==> src/rtl/autotest_pkg.sv <==
// Shared FSM state type, default interface sizes and the saturating counter helper
// used by the UUT vector sequencer.
package autotest_pkg;

  typedef enum logic [1:0] {
    LOAD   = 2'd0,
    LAUNCH = 2'd1,
    RUN    = 2'd2,
    SEND   = 2'd3
  } seq_state_t;

  localparam int DEF_INPUT_SIZE_1   = 128;
  localparam int DEF_INPUT_SIZE_2   = 128;
  localparam int DEF_INPUT_SIZE_3   = 8;
  localparam int DEF_OUTPUT_SIZE_1  = 128;
  localparam int DEF_TIMEOUT_CYCLES = 100000;

  function automatic logic [31:0] sat_inc32(input logic [31:0] v);
    return (v == 32'hFFFF_FFFF) ? v : v + 32'd1;
  endfunction

endpackage

==> src/rtl/uut_vector_sequencer_byte_shift_reg.sv <==
// Byte-wide shift register with parallel load; bytes enter at the LSB end and
// leave from the MSB end. TAP_W exposes the top TAP_W bits of the register.
module byte_shift_reg #(
  parameter int WIDTH = 128,
  parameter int TAP_W = WIDTH
) (
  input  logic             clk,
  input  logic             rst,
  input  logic             load,
  input  logic [WIDTH-1:0] load_data,
  input  logic             shift,
  input  logic [7:0]       byte_in,
  output logic [TAP_W-1:0] tap
);

  logic [WIDTH-1:0] sr;

  always_ff @(posedge clk or negedge rst) begin
    if (!rst) begin
      sr <= '0;
    end else if (load) begin
      sr <= load_data;
    end else if (shift) begin
      sr <= (sr << 8) | WIDTH'(byte_in);
    end
  end

  assign tap = sr[WIDTH-1 -: TAP_W];

endmodule

==> src/rtl/uut_vector_sequencer.sv <==
// Streams one test vector into a UUT, resets and runs it, then streams the
// captured result back out byte by byte, keeping latency and vector statistics.
module uut_vector_sequencer
  import autotest_pkg::*;
#(
  parameter int INPUT_SIZE_1   = DEF_INPUT_SIZE_1,
  parameter int INPUT_SIZE_2   = DEF_INPUT_SIZE_2,
  parameter int INPUT_SIZE_3   = DEF_INPUT_SIZE_3,
  parameter int OUTPUT_SIZE_1  = DEF_OUTPUT_SIZE_1,
  parameter int TIMEOUT_CYCLES = DEF_TIMEOUT_CYCLES
) (
  input  logic                     clk,
  input  logic                     rst,
  input  logic [7:0]               byte_i,
  input  logic                     byte_valid_i,
  output logic                     byte_ready_o,
  output logic [7:0]               byte_o,
  output logic                     byte_valid_o,
  input  logic                     byte_ready_i,
  output logic                     rst_uut,
  output logic [INPUT_SIZE_1-1:0]  input_to_UUT_1,
  output logic [INPUT_SIZE_2-1:0]  input_to_UUT_2,
  output logic [INPUT_SIZE_3-1:0]  input_to_UUT_3,
  input  logic [OUTPUT_SIZE_1-1:0] output_from_UUT_1,
  input  logic                     end_uut,
  output logic                     busy_o,
  output logic                     timeout_o,
  output logic [15:0]              vector_count_o,
  output logic [31:0]              last_latency_o
);

  localparam int IN_W   = INPUT_SIZE_1 + INPUT_SIZE_2 + INPUT_SIZE_3;
  localparam int NIN    = IN_W / 8;
  localparam int NOUT   = OUTPUT_SIZE_1 / 8;
  localparam int INC_W  = $clog2(NIN + 1);
  localparam int OUTC_W = $clog2(NOUT + 1);

  localparam logic [INC_W-1:0]  IN_LAST  = INC_W'(NIN - 1);
  localparam logic [OUTC_W-1:0] OUT_LAST = OUTC_W'(NOUT - 1);
  localparam logic [31:0]       TO_LAST  = 32'(TIMEOUT_CYCLES - 1);

  seq_state_t state_q, state_d;

  logic [INC_W-1:0]  in_cnt;
  logic [OUTC_W-1:0] out_cnt;
  logic              launch_cnt;
  logic [31:0]       cycle_cnt;
  logic [IN_W-1:0]   in_data;

  logic in_fire, in_last, out_fire, out_last;
  logic run_end, run_timeout;

  assign in_fire     = (state_q == LOAD) && byte_ready_o && byte_valid_i;
  assign in_last     = in_fire && (in_cnt == IN_LAST);
  assign out_fire    = (state_q == SEND) && byte_ready_i;
  assign out_last    = out_fire && (out_cnt == OUT_LAST);
  assign run_end     = (state_q == RUN) && end_uut;
  assign run_timeout = (state_q == RUN) && !end_uut && (cycle_cnt == TO_LAST);

  always_ff @(posedge clk or negedge rst) begin
    if (!rst) begin
      state_q <= LOAD;
    end else begin
      state_q <= state_d;
    end
  end

  always_comb begin
    state_d      = state_q;
    rst_uut      = 1'b1;
    busy_o       = 1'b1;
    byte_valid_o = 1'b0;
    case (state_q)
      LOAD: begin
        busy_o = 1'b0;
        if (in_last) state_d = LAUNCH;
      end
      LAUNCH: begin
        if (launch_cnt) state_d = RUN;
      end
      RUN: begin
        rst_uut = 1'b0;
        if (run_end || run_timeout) state_d = SEND;
      end
      SEND: begin
        rst_uut      = 1'b0;
        byte_valid_o = 1'b1;
        if (out_last) state_d = LOAD;
      end
      default: state_d = LOAD;
    endcase
  end

  // Ready is registered so it stays low through reset and rises one edge after release.
  always_ff @(posedge clk or negedge rst) begin
    if (!rst) begin
      byte_ready_o   <= 1'b0;
      in_cnt         <= '0;
      out_cnt        <= '0;
      launch_cnt     <= 1'b0;
      cycle_cnt      <= '0;
      timeout_o      <= 1'b0;
      vector_count_o <= '0;
      last_latency_o <= '0;
    end else begin
      byte_ready_o <= (state_d == LOAD);

      if (in_fire) begin
        in_cnt <= in_last ? '0 : in_cnt + INC_W'(1);
      end

      if (out_fire) begin
        out_cnt <= out_last ? '0 : out_cnt + OUTC_W'(1);
      end

      launch_cnt <= (state_q == LAUNCH) ? !launch_cnt : 1'b0;
      cycle_cnt  <= (state_q == RUN) ? sat_inc32(cycle_cnt) : '0;

      if (run_end) begin
        last_latency_o <= cycle_cnt;
        vector_count_o <= vector_count_o + 16'd1;
      end else if (run_timeout) begin
        timeout_o      <= 1'b1;
        last_latency_o <= 32'hFFFF_FFFF;
      end
    end
  end

  // Inbound bytes shift in MSB-first, so the first byte lands at the top of block.
  byte_shift_reg #(
    .WIDTH (IN_W),
    .TAP_W (IN_W)
  ) u_in_sr (
    .clk       (clk),
    .rst       (rst),
    .load      (1'b0),
    .load_data ('0),
    .shift     (in_fire),
    .byte_in   (byte_i),
    .tap       (in_data)
  );

  assign input_to_UUT_1 = in_data[IN_W-1 -: INPUT_SIZE_1];
  assign input_to_UUT_2 = in_data[INPUT_SIZE_2+INPUT_SIZE_3-1 -: INPUT_SIZE_2];
  assign input_to_UUT_3 = in_data[INPUT_SIZE_3-1:0];

  byte_shift_reg #(
    .WIDTH (OUTPUT_SIZE_1),
    .TAP_W (8)
  ) u_out_sr (
    .clk       (clk),
    .rst       (rst),
    .load      (run_end || run_timeout),
    .load_data (output_from_UUT_1),
    .shift     (out_fire),
    .byte_in   (8'h00),
    .tap       (byte_o)
  );

endmodule

==> config.mk <==
export PLATFORM = sky130hd
export DESIGN_NAME = uut_vector_sequencer
export DESIGN_NICKNAME = d
export VERILOG_FILES = /design/src/rtl/autotest_pkg.sv /design/src/rtl/uut_vector_sequencer_byte_shift_reg.sv /design/src/rtl/uut_vector_sequencer.sv
export SDC_FILE = /design/constraint.sdc
export NUM_CORES = 1
export LEC_CHECK = 0
export CAP_MARGIN = 30
export CORE_MARGIN = 3
export CORE_UTILIZATION = 35
export CTS_BUF_LIST = sky130_fd_sc_hd__clkbuf_4 sky130_fd_sc_hd__clkbuf_8
export DETAILED_ROUTE_END_ITERATION = 8
export GPL_TIMING_DRIVEN = 0
export PLACE_DENSITY = 0.68
export SKIP_CTS_REPAIR_TIMING = 1
export SYNTH_ARGS = -nofsm -noshare
export SYNTH_HDL_FRONTEND = slang
export SYNTH_SLANG_ARGS = --single-unit
export TNS_END_PERCENT = 50
==> constraint.sdc <==
create_clock -name clk -period 2.9 [get_ports clk]
set_input_delay 0.58 -clock clk [delete_from_list [all_inputs] [get_ports clk]]
set_output_delay 0.58 -clock clk [all_outputs]
set_load 0.05 [all_outputs]
==> results of run 1 <==
-- synth_stat cells, drive strengths merged, types with 2 or more instances --
master / instances
a211oi: 5
a21oi: 18
a22oi: 111
a31oi: 5
and2: 2
and3: 11
and4: 4
buf: 27
clkbuf: 122
dfrtp: 488
ha: 6
inv: 9
mux2i: 9
nand2: 1017
nand2b: 2
nand3: 18
nand4: 16
nor2: 25
nor3: 5
nor3b: 2
nor4: 9
nor4b: 3
o2111ai: 2
o211ai: 3
o21ai: 184
o31ai: 5
or2: 3
or3: 10
or4: 7
xnor2: 24
xor2: 10
-- logic make-up after synthesis --
logic type	after synthesis
xor+xnor	34
buf+inv	158
fa+ha+maj	6
compound gates	337
simple gates	1137
flops	488
mux	10
-- registers in the layout (all words and copies together), names as in the netlist --
signal          count
in_cnt              6
state_q             2
u_out_sr.sr       128
launch_cnt          1
vector_count_o     16
last_latency_o     32
timeout_o           1
u_in_sr.tap       264
out_cnt             5
byte_ready_o        1
cycle_cnt          32
-- area by class of cell --
class                      count  area [µm²]
antenna                        9        22.5
buffer                       147         611
clock buffer                 130        1640
clock inverter                21         185
fill                        5134       28100
inverter                       9        33.8
multi-input combinational   1524        7060
sequential                   488       12200
tap                          748         936
timing repair buffer         475        4820
-- metrics by stage --
stage | instance area (µm²) | instances | utilization, %
2_1_floorplan | 19900 | 2170 | -
3_3_place_gp | 25500 | 3383 | 45.8
3_5_place_dp | 25600 | 3389 | 46.0
4_1_cts | 27400 | 3540 | 49.3
5_1_grt | 27500 | 3551 | 49.5
6_report | 27500 | 3551 | 49.5
-- power breakdown --
| group | leakage, nW | switching [mW] | internal (mW) |
|---|---|---|---|
| combinational | 5.52 | 2.06 | 1.21 |
| sequential | 6.62 | 0.608 | 7.71 |
| clock | 0.967 | 2.94 | 3.73 |
| total | 13.1 | 5.61 | 12.6 |
-- tightest hold or removal path, cell delays in order --
cell	delay, ns
clkdlybuf4s50_1	0.40
nand2_1	0.05
nand2_1	0.04
-- worst min path at each step --
| stage | endpoint | slack (ns) | cells after the start |
|---|---|---|---|
| floorplan | byte_ready_o$_DFF_PN0_ | 0.28 | 0 |
| global placement | launch_cnt$_DFF_PN0_ | 0.43 | 1 |
| detailed placement | launch_cnt$_DFF_PN0_ | 0.45 | 1 |
| CTS | u_in_sr.tap[178]$_DFFE_PN0P_ | -0.16 | 1 |
| global route | u_in_sr.tap[2]$_DFFE_PN0P_ | 0.42 | 3 |
| finish | u_in_sr.tap[2]$_DFFE_PN0P_ | 0.45 | 3 |
-- routing by layer --
metal	vias up	wire length [µm]	part of all wire (%)	global-route usage, %
li1	8256	-	-	-
met1	8530	25500	40	25.4
met2	580	30300	48	33.6
met3	146	4660	7.4	5.96
met4	12	2520	4.0	10.1
met5	-	81	0.13	0
==> flow_summary.yaml, run 1 <==
clocking:
  clkSinkCount: 488
  path_clk_slew_ns: 0.06
  cts_max_level: 3
  cts_buffer_depth: 3
  root_buffer: "clkbuf_8"
  cts_tree: "built"
  clock_latency_ns: 0.67
  cts_buffers: 84
synthesis:
  synth-adder-area-share_pct: 0.377
  seq_area_frac_synth_pct: 61.4
  yosys_register_bits: 488
  syn_nets: 2317
  synth.distinct_cells: 46
  synth.mux.area_fraction_pct: 0.509
  synth_edf_count: 0
  synth-simple-area-share_pct: 22.8
  yosys_warnings: 0
  yosysTopAreaCellShare_pct: 61.4
  synth.largest_area_cell: "dfrtp_1"
  synth_compound_area_share_pct: 10.2
  yosys-top-cells-area: "dfrtp_1 (61%), nand2_1 (19%), o21ai_0 (4.6%), a22oi_1 (4.2%), clkbuf_1 (2.3%)"
  netlist_instances: 2170
  netlist_area_mm2: 0.0199
  avgSynthCellArea_um2: 9.17
  synth_flop_cell: "dfrtp_1"
  postSynth.asyncResetShare_pct: 100
  synth_top_family_by_area: "simple AND/OR/NAND/NOR gates"
  synth-xor-area-share_pct: 1.50
sta:
  rsz0062_at_grt: "yes"
  drv_slew: 0
  hold_violations: 0
  layout_setup_ws_ns: 0.250
  max_slew.worst_pin.slew_ns: 0.915
  post-route-period-util_pct: 91.4
  slew-limit-headroom_pct: 38.4
  whs_ns: 0.446
  max_freq_mhz: 377
  fin_skew_ns: 0.0375
  setup_viol: 0
  fin_crit_ns: 2.65
  finalSetupTns_ns: 0
route:
  via_per_inst: 4.93
  first_iter_violations: 1148
  routed_wl_mm: 63.0
  drc_errors: 0
  dr.pass1.iters: 5
  wl_per_cell_um: 17.8
  vias: 17500
  postRouteAntennaNets: 0
final_layout:
  layout_common_cells: "nand2_1 (1017), dfrtp_1 (488), clkdlybuf4s50_1 (462)"
  drive_above_1_share_pct: 7.12
  synthToLayoutAreaGrowth_pct: 38.3
  layout_commonest_cell: "nand2_1"
  fin_nets: 2876
placed_design:
  place.port_buffers: 465
  dp_slack_ns: -0.812
  place_congestion: 0.896
  hpwl_mm: 46.3
die:
  die_area_mm2: 0.0597
  fp-row-count: 86
  pin_count: 466
  die_y_um: 244
  die_w_um: 244
  start_util_pct: 35.8
  fp.coreArea_mm2: 0.0556
global_route:
  grt_overflow: 0
  grt_pass1_vias: 17600
  grt_max_degree: 127
  grtUsageTotal_pct: 20.7
  antenna_found_initial: 15
  grt_first_pass_wirelength_mm: 98.4
critical_path:
  cp_data_required_time_ns: 2.32
  slowest_stage: "clkdlybuf4s50_1"
  cp_max_fo: 9
  ff2ff_path_depth: 7
  r2r-start: "cycle_cnt[0]$_DFFE_PN0P_"
  worst_setup_path_start_kind: "register"
  cp_top_family: "buffers and inverters"
  arrival_ns: 2.07
  endpoint: "rst_uut"
  regToRegEndpoint: "cycle_cnt[26]$_DFFE_PN0P_"
  cp-startpoint: "state_q[1]$_DFF_PN0_"
  crit_chain: "inv_1, clkdlybuf4s50_1"
  rrSetupSlack_ns: 0.29
  timing.critical_path.depth: 2
  critPathBufInv: 2
  max_stage_delay_ns: 0.83
  critPathCaptureType: "primary output"
  worstSetupPathType: "reg -> out"
worst_hold_path:
  holdCritPathClass: "in -> reg"
  min_from: "byte_i[2]"
job:
  max_cap_violations: 0
pwr:
  p_per_area_mw_per_mm2: 664
  irDropWorstVdd_v: 0.000434
  total_leakage_power_nw: 13.1
  p_total_mw: 18.3
status:
  status: "completed"
Note: power is estimated with default switching activity, not from simulation.
==> run 2: changes to the inputs <==
--- a/config.mk
+++ b/config.mk
@@ -6,6 +6,7 @@
 export NUM_CORES = 1
 export LEC_CHECK = 0
 export CAP_MARGIN = 30
+export CORE_ASPECT_RATIO = 0.7
 export CORE_MARGIN = 3
 export CORE_UTILIZATION = 35
 export CTS_BUF_LIST = sky130_fd_sc_hd__clkbuf_4 sky130_fd_sc_hd__clkbuf_8
@@ -13,6 +14,7 @@
 export GPL_TIMING_DRIVEN = 0
 export PLACE_DENSITY = 0.68
 export SKIP_CTS_REPAIR_TIMING = 1
+export SLEW_MARGIN = 15
 export SYNTH_ARGS = -nofsm -noshare
 export SYNTH_HDL_FRONTEND = slang
 export SYNTH_SLANG_ARGS = --single-unit
==> flow_summary.yaml, run 2 (synthesis gave the netlist of run 1 again) <==
status:
  status: "completed"
final_layout:
  fin_cells: 3535
  layout_commonest_cell: "nand2_1"
  synthToLayoutAreaGrowth_pct: 38.0
  fin_nets: 2872
  drive_above_1_share_pct: 6.82
  largest_register_ffs: 264
  layout_common_cells: "nand2_1 (1017), dfrtp_1 (488), clkdlybuf4s50_1 (462)"
  fillCellCount: 5090
  utilization_pct: 49.2
placed_design:
  dp_slack_ns: -1.23
  hpwl_mm: 52.1
  place_congestion: 0.915
  dp_cells: 3380
  place.port_buffers: 465
critical_path:
  worstSetupPathType: "reg -> reg"
  r2r-start: "cycle_cnt[5]$_DFFE_PN0P_"
  ff2ff_path_depth: 10
  arrival_ns: 3.29
  cp_data_required_time_ns: 3.45
  worst_setup_path_start_kind: "register"
  cp_max_fo: 10
  critPathCaptureType: "register"
  rrSetupSlack_ns: 0.15
  regToRegEndpoint: "u_out_sr.sr[8]$_DFFE_PN0P_"
clocking:
  cts_tree: "built"
  root_buffer: "clkbuf_8"
  cts_buffers: 79
  cts_max_level: 3
  path_clk_slew_ns: 0.06
  cts_buffer_depth: 3
  clock_latency_ns: 0.65
  clkSinkCount: 488
global_route:
  grt_pass1_vias: 17400
  grt_max_degree: 109
  grtUsageTotal_pct: 22.3
  grt_first_pass_wirelength_mm: 103
  antenna_found_initial: 15
  grt_overflow: 0
sta:
  rsz0062_at_grt: "no"
  fin_skew_ns: 0.0321
  post-route-period-util_pct: 94.7
  drv_slew: 0
  fin_crit_ns: 2.75
  layout_setup_ws_ns: 0.154
  max_freq_mhz: 364
  slew-limit-headroom_pct: 39.0
  hold_violations: 0
  max_slew.worst_pin.slew_ns: 0.907
  setup_viol: 0
route:
  first_iter_violations: 1656
  drc_errors: 0
  postRouteAntennaNets: 0
  routed_wl_mm: 68.5
  via_per_inst: 5.02
  vias: 17800
  dr.pass1.iters: 7
  wl_per_cell_um: 19.4
die:
  die_y_um: 205
  fp.coreArea_mm2: 0.0558
  die_area_mm2: 0.0598
  fp-row-count: 72
  die_w_um: 291
  start_util_pct: 35.7
  pin_count: 466
worst_hold_path:
  holdCritPathClass: "reg -> reg"
  worstHoldPathCells: 1
  min_from: "launch_cnt$_DFF_PN0_"
  hold_end: "launch_cnt$_DFF_PN0_"
pwr:
  p_sw_share_pct: 31.4
  irDropWorstVdd_v: 0.000309
  internal_power_mw: 12.6
  clkPwrFrac_pct: 35.5
  power.switching_mw: 5.74
  power_frac_seq_pct: 45.7
  p_total_mw: 18.3
  p_per_area_mw_per_mm2: 666
  pwr-share-comb_pct: 18.8
  total_leakage_power_nw: 13.1
job:
  max_cap_violations: 0
==> run 2: power by group through the flow <==
stage / Sequential [mW] / Clock (mW) / Combinational (mW)
after floorplan: 8.38 / 0 / 1.91
after detailed placement: 8.46 / 0 / 3.41
after CTS: 8.35 / 6.64 / 3.42
after global routing: 8.45 / 6.99 / 3.81
after global placement: 8.45 / 0 / 3.28
final: 8.37 / 6.49 / 3.43
==> run 2: how the worst max path moves through the flow <==
| stage | start | endpoint | slack (ns) |
|---|---|---|---|
| after global placement | rst | u_in_sr.tap[83]$_DFFE_PN0P_ | -19.82 |
| after floorplan | cycle_cnt[0]$_DFFE_PN0P_ | cycle_cnt[26]$_DFFE_PN0P_ | 0.54 |
| final | cycle_cnt[5]$_DFFE_PN0P_ | u_out_sr.sr[8]$_DFFE_PN0P_ | 0.15 |
| after CTS | cycle_cnt[5]$_DFFE_PN0P_ | u_out_sr.sr[48]$_DFFE_PN0P_ | -0.78 |
| after detailed placement | end_uut | u_out_sr.sr[10]$_DFFE_PN0P_ | -1.23 |
| after global routing | cycle_cnt[5]$_DFFE_PN0P_ | u_out_sr.sr[1]$_DFFE_PN0P_ | 0.04 |
==> run 2: area by class of cell <==
type,instances,area [µm²],share of cell area (%)
antenna,10,25.0,0.0912
buffer,148,626,2.28
clock buffer,120,1510,5.49
clock inverter,21,235,0.857
inverter,9,33.8,0.123
multi-input combinational,1524,7060,25.7
sequential,488,12200,44.5
tap,740,926,3.37
timing repair buffer,475,4820,17.6
==> run 2: through the flow <==
step,cell area (µm²),hold WS [ns],setup TNS (ns)
detailed placement,25600,0.450,-135.13
floorplan,19900,0.284,0
finish,27500,0.455,0
global route,27400,0.433,0
CTS,27300,-0.0668,-71.54
global placement,25500,0.429,-9745.53
==> run 2: layer usage <==
layer	vias up	wire length, µm	share of wire (%)	GRT usage [%]
li1	8248	-	-	-
met1	8728	31000	45	31.9
met2	649	30800	45	33.3
met3	123	4570	6.7	4.75
met4	6	2080	3.0	8.34
met5	-	32	0.047	0
==> run 2: critical path, stage by stage (launching register included) <==
cell and delay, ns:
dfrtp_1 0.36, clkbuf_1 0.20, nor4b_2 0.36, nand4_1 0.14, buf_4 0.18, o31ai_4 0.27, buf_6 0.25, buf_6 0.22
clkbuf_4 0.28, a22oi_1 0.22, o21ai_0 0.17
